==> src/rtl/discrete_pkg.sv <==
// ============================================================================
// Module      : discrete_pkg
// Description : Shared types and elaboration helpers for the discrete RC stages.
// Revision    : 1.0 - initial release
// ============================================================================
`default_nettype none

package discrete_pkg;

  typedef enum logic [1:0] {
    IDLE   = 2'd0,
    MULT   = 2'd1,
    UPDATE = 2'd2
  } rc_filter_state_t;

  localparam int RC_COEF_BITS = 16;
  localparam int RC_MIN_CLOCKS_PER_SAMPLE = 20;

  // Smoothing factor alpha = dt / (RC + dt) in Q0.16, saturated to 1..65535.
  function automatic logic [15:0] rc_alpha_16(input longint sample_rate,
                                              input longint r,
                                              input longint c_16_shifted);
    longint dt_us_16;
    longint rc_us_16;
    longint alpha;
    dt_us_16 = (longint'(1000000) << 16) / sample_rate;
    rc_us_16 = r * c_16_shifted;
    alpha    = (dt_us_16 << 16) / (rc_us_16 + dt_us_16);
    if (alpha > 65535) alpha = 65535;
    if (alpha < 1) alpha = 1;
    return alpha[15:0];
  endfunction

endpackage

`default_nettype wire

==> src/rtl/serial_mult_17x16.sv <==
// ============================================================================
// Module      : serial_mult_17x16
// Description : Shift-and-add signed 17 x unsigned 16 multiplier, one bit per clock.
// Revision    : 1.0 - initial release
// ============================================================================
`default_nettype none

module serial_mult_17x16 (
  input  logic               clk,
  input  logic               reset,
  input  logic               start,
  input  logic signed [16:0] multiplicand,
  input  logic        [15:0] multiplier,
  output logic               done,
  output logic signed [32:0] product
);

  logic signed [32:0] r_mcand;
  logic        [15:0] r_mplier;
  logic        [3:0]  r_count;
  logic               r_busy;
  logic signed [32:0] r_acc;

  // done marks the cycle in which the final partial product is being added
  assign done    = r_busy && (r_count == 4'd15);
  assign product = r_acc;

  always_ff @(posedge clk) begin
    if (reset) begin
      r_mcand  <= '0;
      r_mplier <= '0;
      r_count  <= '0;
      r_busy   <= 1'b0;
      r_acc    <= '0;
    end else if (start) begin
      r_mcand  <= {{16{multiplicand[16]}}, multiplicand};
      r_mplier <= multiplier;
      r_count  <= '0;
      r_busy   <= 1'b1;
      r_acc    <= '0;
    end else if (r_busy) begin
      if (r_mplier[0]) begin
        r_acc <= r_acc + r_mcand;
      end
      r_mcand  <= r_mcand <<< 1;
      r_mplier <= r_mplier >> 1;
      r_count  <= r_count + 4'd1;
      if (done) begin
        r_busy <= 1'b0;
      end
    end
  end

endmodule

`default_nettype wire

==> src/rtl/rc_lowpass_filter.sv <==
// ============================================================================
// Module      : rc_lowpass_filter
// Description : First-order RC low-pass, y += alpha*(in - y), serial multiply.
// Revision    : 1.0 - initial release
// ============================================================================
`default_nettype none

module rc_lowpass_filter
  import discrete_pkg::*;
#(
  parameter int CLOCK_RATE   = 50000000,
  parameter int SAMPLE_RATE  = 48000,
  parameter int R            = 1000,
  parameter int C_16_SHIFTED = 65536
) (
  input  logic        clk,
  input  logic        reset,
  input  logic        audio_clk_en,
  input  logic [15:0] in,
  output logic [15:0] out,
  output logic        out_valid
);

  localparam logic [15:0] ALPHA_16 = rc_alpha_16(longint'(SAMPLE_RATE),
                                                 longint'(R),
                                                 longint'(C_16_SHIFTED));

  generate
    if (CLOCK_RATE / SAMPLE_RATE < RC_MIN_CLOCKS_PER_SAMPLE) begin : g_rate_check
      $error("rc_lowpass_filter: CLOCK_RATE/SAMPLE_RATE too small for serial multiply");
    end
  endgenerate

  rc_filter_state_t   r_state;
  rc_filter_state_t   w_state_next;
  logic        [15:0] r_y;
  logic               r_pend_valid;
  logic        [15:0] r_pend_data;

  logic               w_capture;
  logic        [15:0] w_cap_sample;
  logic signed [16:0] w_diff;
  logic               w_mult_done;
  logic signed [32:0] w_product;
  logic signed [17:0] w_y_sum;
  logic        [15:0] w_y_clamped;

  // A fresh strobe is newer than anything waiting in the pending register
  assign w_cap_sample = audio_clk_en ? in : r_pend_data;
  assign w_diff       = $signed({1'b0, w_cap_sample}) - $signed({1'b0, r_y});

  serial_mult_17x16 u_mult (
    .clk          (clk),
    .reset        (reset),
    .start        (w_capture),
    .multiplicand (w_diff),
    .multiplier   (ALPHA_16),
    .done         (w_mult_done),
    .product      (w_product)
  );

  always_comb begin
    w_y_sum = 18'($signed({17'd0, r_y}) + (w_product >>> 16));
    if (w_y_sum[17]) begin
      w_y_clamped = '0;
    end else if (w_y_sum[16]) begin
      w_y_clamped = 16'hFFFF;
    end else begin
      w_y_clamped = w_y_sum[15:0];
    end
  end

  always_comb begin
    w_state_next = r_state;
    w_capture    = 1'b0;
    unique case (r_state)
      IDLE: begin
        if (audio_clk_en || r_pend_valid) begin
          w_capture    = 1'b1;
          w_state_next = MULT;
        end
      end
      MULT: begin
        if (w_mult_done) begin
          w_state_next = UPDATE;
        end
      end
      UPDATE: begin
        w_state_next = IDLE;
      end
      default: begin
        w_state_next = IDLE;
      end
    endcase
  end

  always_ff @(posedge clk) begin
    if (reset) begin
      r_state      <= IDLE;
      r_y          <= '0;
      out_valid    <= 1'b0;
      r_pend_valid <= 1'b0;
      r_pend_data  <= '0;
    end else begin
      r_state   <= w_state_next;
      out_valid <= 1'b0;
      if (r_state == UPDATE) begin
        r_y       <= w_y_clamped;
        out_valid <= 1'b1;
      end
      if (w_capture) begin
        r_pend_valid <= 1'b0;
      end else if (audio_clk_en && (r_state != IDLE)) begin
        r_pend_valid <= 1'b1;
        r_pend_data  <= in;
      end
    end
  end

  assign out = r_y;

endmodule

`default_nettype wire

==> config.mk <==
export PLATFORM = sky130hd
export DESIGN_NAME = rc_lowpass_filter
export DESIGN_NICKNAME = d
export VERILOG_FILES = /design/src/rtl/discrete_pkg.sv /design/src/rtl/serial_mult_17x16.sv /design/src/rtl/rc_lowpass_filter.sv
export SDC_FILE = /design/constraint.sdc
export NUM_CORES = 1
export LEC_CHECK = 0
export BUFFER_PORTS_ARGS = -buffer_cell sky130_fd_sc_hd__buf_2
export CORE_MARGIN = 3
export CORE_UTILIZATION = 55
export DETAILED_ROUTE_END_ITERATION = 16
export PLACE_DENSITY = 0.72
export SLEW_MARGIN = 5
export SYNTH_ARGS = -nofsm -noshare
export SYNTH_HDL_FRONTEND = slang
export SYNTH_SLANG_ARGS = --single-unit
==> constraint.sdc <==
create_clock -name clk -period 4.5 [get_ports clk]
set_input_delay 0.45 -clock clk [delete_from_list [all_inputs] [get_ports clk]]
set_output_delay 0.45 -clock clk [all_outputs]
set_load 0.02 [all_outputs]
==> Word-level counts from Yosys, hierarchy flattened <==
Index checks and enable logic that the tools add are counted.
{ "word_totals": {"reg_bits": 118, "inputBits": 19, "out_inout_bits": 17, "elab_cells": 47} }
{ "classes": {"n_addsub": 4, "n_eq_ne": 5, "n_mux": 16, "bitwise_logic": 1, "reduce_logical": 10} }
{ "ops": {"columns": ["operator", "n"], "rows": [
  ["33-bit two-way mux", 2],
  ["16-bit two-way mux", 3],
  ["33-bit adder", 1],
  ["11-bit two-way mux", 2],
  ["17-bit by 17-bit adder with 18-bit output", 1],
  ["16-bit by 16-bit subtractor with 17-bit output", 1],
  ["1-bit two-way mux", 6],
  ["2-bit AND reduction", 3],
  ["4-bit by 1-bit adder with 4-bit output (second input constant)", 1],
  ["4-bit == test (second input constant)", 1],
  ["2-bit two-way mux", 2],
  ["2-bit one-hot mux with 2 select lines", 1],
  ["2-bit nonzero test", 2],
  ["2-bit by 1-bit == test with 1-bit output (second input constant)", 1],
  ["2-bit == test (second input constant)", 1],
  ["1-bit logical AND", 2],
  ["2-bit logical NOT", 1],
  ["2-bit by 1-bit != test with 1-bit output (second input constant)", 1],
  ["2-bit != test (second input constant)", 1],
  ["2-bit OR reduction", 1],
  ["1-bit logical OR", 1],
  ["1-bit inverter", 1]
]} }

==> Depth between registers and ports, before layout <==
{ "depth": {"word_depth": 5, "mapped_depth": 14} }

==> Modules after synthesis <==
From an unflattened synthesis, not the netlist that was laid out.
{ "unflattened": {"cells_unflattened": 1008, "hier_area_um2": 8165.3} }
{ "by_module_without_submodules": {"columns": ["mod", "instances", "cells_each", "area_each_um2"], "rows": [
  ["serial_mult_17x16", 1, 609, 5007.3],
  ["rc_lowpass_filter", 1, 399, 3158.0]
]} }

==> Worst setup path after synthesis <==
OpenSTA, ideal clock, no wires.
{ "synth_path": {"path_kind": "input to register", "from": "input audio_clk_en", "to": "register u_mult.r_mcand[21]", "setup_ns": 0.134, "arrival_ns": 3.415, "required_ns": 4.366, "path_slack_ns": 0.951, "path_stages": 14, "cell_sequence": "clkbuf_1 -> buf_1 -> mux2i_1 -> ha_1 -> fa_1 -> nor2b_1 -> o21ai_0 -> a21oi_1 -> o211ai_1 -> a21oi_1 -> o21ai_1 -> a21oi_1 -> buf_2 -> a211oi_1"} }
{ "synth_between": {"elab_chain_cells": 4} }
{ "synth_rtl": {"columns": ["item", "line_no", "source"], "rows": [
  ["from (decl)", "rc_lowpass_filter.sv:18", "input logic audio_clk_en,"],
  ["parallel branches: the longest is 4 deep, another holds 16-bit by 16-bit subtractor with 17-bit output", null, null],
  ["to (signal assigned)", "serial_mult_17x16.sv:36", "r_mcand <= {{16{multiplicand[16]}}, multiplicand};"],
  ["to (signal assigned)", "serial_mult_17x16.sv:45", "r_mcand <= r_mcand <<< 1;"],
  ["to (decl)", "serial_mult_17x16.sv:18", "logic signed [32:0] r_mcand;"]
]} }
Parallel ways; which one is timed is not known.
A chain may end at the register's enable or synchronous reset.

==> Final worst setup path <==
{ "layout_path": {"from": "register r_y[0] (netlist: out[0])", "to": "register r_y[3] (netlist: out[3])"} }
{ "layout_between": {"elab_chain_cells": 3} }
{ "layout_rtl": {"columns": ["item", "line_no", "source"], "rows": [
  ["from (decl)", "rc_lowpass_filter.sv:36", "logic [15:0] r_y;"],
  ["from (signal assigned)", "rc_lowpass_filter.sv:108", "r_y <= w_y_clamped;"],
  ["17-bit by 17-bit adder with 18-bit output *", "rc_lowpass_filter.sv:63", "w_y_sum = 18'($signed({17'd0, r_y}) + (w_product >>> 16));"],
  ["16-bit two-way mux", "rc_lowpass_filter.sv:66", "end else if (w_y_sum[16]) begin"],
  ["16-bit two-way mux *", "rc_lowpass_filter.sv:64", "if (w_y_sum[17]) begin"]
]} }
Mark *: on every way between the ends. The rest lies on a longest branch, timed or not.

==> out/qor.txt <==
status -> finished clean
commonest cells after routing, fill and taps aside -> 125 x nand2_1, 117 x dfxtp_1, 96 x a21oi_1
dominant cells by area after synthesis -> dfxtp_1 30%, ha_1 10%, a21oi_1 6.1%, nand2_1 5.9%, o21ai_0 4.1%
fin crit share -> 71.80%
number of gates resized after CTS -> 0
iteration-0 DRC count of the detailed router -> 477
number of clock buffers inserted by TritonCTS -> 17
critical path peak fanout -> 16
Fin. Hold Viols -> 0
DRT antenna net count -> 0
register bit total from synthesis -> 118
slew at the pin with the worst max-slew slack -> 1.167 ns
average routed wire per standard cell -> 16.76 um
cell area after technology mapping -> 7898 um^2
pwr dens -> 352.3 nW/um^2
Syn Area/Cell -> 8.002 um^2
power after layout -> 3094 uW
global-route wire length before repair -> 33540 um
largest vdd supply drop -> 0.0003117 V
CP Data Arrival Time -> 3.57 ns
required time at the endpoint of the critical path -> 4.84 ns
fraction of layout cells with a size suffix above 1 -> 11.83%
total of warnings raised by yosys -> 0
Synth top area share -> 29.91%
cell taking the most area after synthesis -> dfxtp_1
post-route cell area -> 8781 um^2
Pre-Repair DR Iteration Count -> 5
timing-limited maximum frequency -> 309.5 MHz
post-route setup TNS -> 0 ns
Slew Limit Headroom -> 22.05%
maximum clock path buffer count -> 2
average via count per standard cell -> 6.017
area of the die -> 15830 um^2
number of different library cells in the post-synthesis netlist -> 70
HPWL Detailed -> 14550 um
count of flip-flops with a built-in enable after synthesis -> 0
final routed wirelength across all metal layers -> 20010 um
area of the placeable core -> 13990 um^2
Area after DPL -> 8180 um^2
setup repair after global routing missed its margin -> false
synthesized netlist net count -> 1074
number of global-route vias before repair -> 6840
Clock Sinks -> 118
post-route worst hold slack -> 0.2796 ns
via count of the routed design -> 7184
row count -> 43
Main synth FF type -> dfxtp_1
most common cell after layout, fill and taps aside -> nand2_1
met3 routed wirelength -> 916 um
critical setup path kind -> reg2reg
I/O pin cnt -> 36
hold buffer count at cts -> 0
level count of the clock H-tree -> 4
setup bufs post-CTS -> 0
IO buf count -> 35
Overall Global Routing Usage -> 25.65%
Mapped Cells -> 987
DRC Markers -> 0
initial antenna violation count -> 0
global route overflow -> 0
pin count of the biggest net entering global routing -> 49
Setup-failing EPs final -> 0
growth of design area from synthesis to finish -> 11.19%
number of max-capacitance violations reported -> 0
amount of wire on met2 after detailed routing -> 9197 um
TritonCTS clock tree -> yes
share of synthesized registers carrying an async set or reset -> 0%
post-synthesis sequential area ratio -> 29.91%
Worst Setup End Kind -> flop
worst skew pair latency -> 0.42 ns
count of pins over their slew limit -> 0
placer congestion estimate -> 0.9110
Met1 Wirelength -> 9360 um
die width -> 125.8 um
element type at the critical path start -> flop
worst-case clock skew -> 0.009393 ns
starting density of the core -> 56.46%
leakage power -> 0.003660 uW
Clock Tree Root -> clkbuf_16
min-delay worst type -> in2reg
Die Span Y -> 125.8 um
Period minus WS final -> 3.231 ns
nets@finish -> 1089
uppermost signal routing layer after detailed routing -> met4
final antenna diode count -> 0
Reg clk slew, reported paths -> 0.06 ns
[cell usage after synthesis, drive strengths merged, types with 12 or more instances]
cell type	count
a21o	23
nand2	125
nor2	81
a21oi	96
ha	65
a211oi	42
xnor2	30
mux2i	28
inv	33
a31oi	12
nor3	21
clkbuf	40
o21ai	79
mux2	15
dfxtp	118
nand3	24
[registers in the layout, summed over array words and instances, names as in the netlist]
| name | cells |
|---|---|
| out | 16 |
| u_mult.r_count | 4 |
| r_pend_valid | 1 |
| u_mult.r_busy | 1 |
| out_valid | 1 |
| u_mult.r_mcand | 33 |
| r_state | 2 |
| u_mult.product | 33 |
| u_mult.r_mplier | 11 |
| r_pend_data | 16 |
[cell families (layout without fill, tap and decap cells)]
group / count (synthesis) / in the layout / synth area share, %
compound gates: 315 / 315 / 25.62
xor+xnor: 41 / 41 / 4.785
fa+ha+maj: 68 / 68 / 11.06
buf+inv: 83 / 110 / 4.214
flops: 118 / 118 / 29.91
mux: 43 / 43 / 5.688
simple gates: 319 / 319 / 18.73
[path summary, 6_finish.rpt]
path / slack (ns) / start / cells past startpoint / end
max: 1.27 / out[0]$_SDFFE_PP0P_ / 10 / out[3]$_SDFFE_PP0P_
min: 0.28 / in[3] / 3 / r_pend_data[3]$_SDFFE_PP0P_
max reg2reg: 1.27 / out[0]$_SDFFE_PP0P_ / 10 / out[3]$_SDFFE_PP0P_
min reg2reg: 0.45 / r_pend_data[12]$_SDFFE_PP0P_ / 2 / r_pend_data[12]$_SDFFE_PP0P_
[report_power, final]
group	internal, uW	leakage [uW]	switching, uW	total [uW]
sequential	1110	0.000962	64.8	1180
combinational	207	0.00240	323	530
clock	910	0.000297	478	1390
[per-stage QoR]
step / cells / util [%] / setup WS (ns)
final: 1194 / 62.77 / 1.269
after global routing: 1194 / 62.77 / 1.089
after CTS: 1194 / 62.77 / 1.253
after detailed placement: 1163 / 58.48 / 1.122
after global placement: 1163 / 58.48 / 1.211
after floorplan: 987 / - / 0.9513
[per-layer routing]
| metal | vias to the layer above | GRT usage, % |
|---|---|---|
| li1 | 3626 | - |
| met1 | 3315 | 33.70 |
| met2 | 198 | 41.88 |
| met3 | 45 | 5.259 |
| met4 | 0 | 9.464 |
| met5 | - | 0 |
[worst max-delay path, cell delays in order, from the launching register on]
cell	delay [ns]
dfxtp_1	0.37
ha_1	0.28
fa_1	0.43
a211o_1	0.35
a211o_1	0.30
a2111oi_2	0.34
o41a_4	0.23
a22oi_4	0.07
xor2_4	0.51
nor2_1	0.10
o21ai_0	0.16
[layout make-up]
cell class                      count  area (um^2)
Clock buffer                       23        478.0
Clock inverter                      8        122.6
Fill cell                        1277         5207
Inverter                           34        127.6
Multi-Input combinational cell    786         5214
Sequential cell                   118         2364
Tap cell                          180        225.2
Timing Repair Buffer               45        250.2
(Power assumes the default switching activity.)
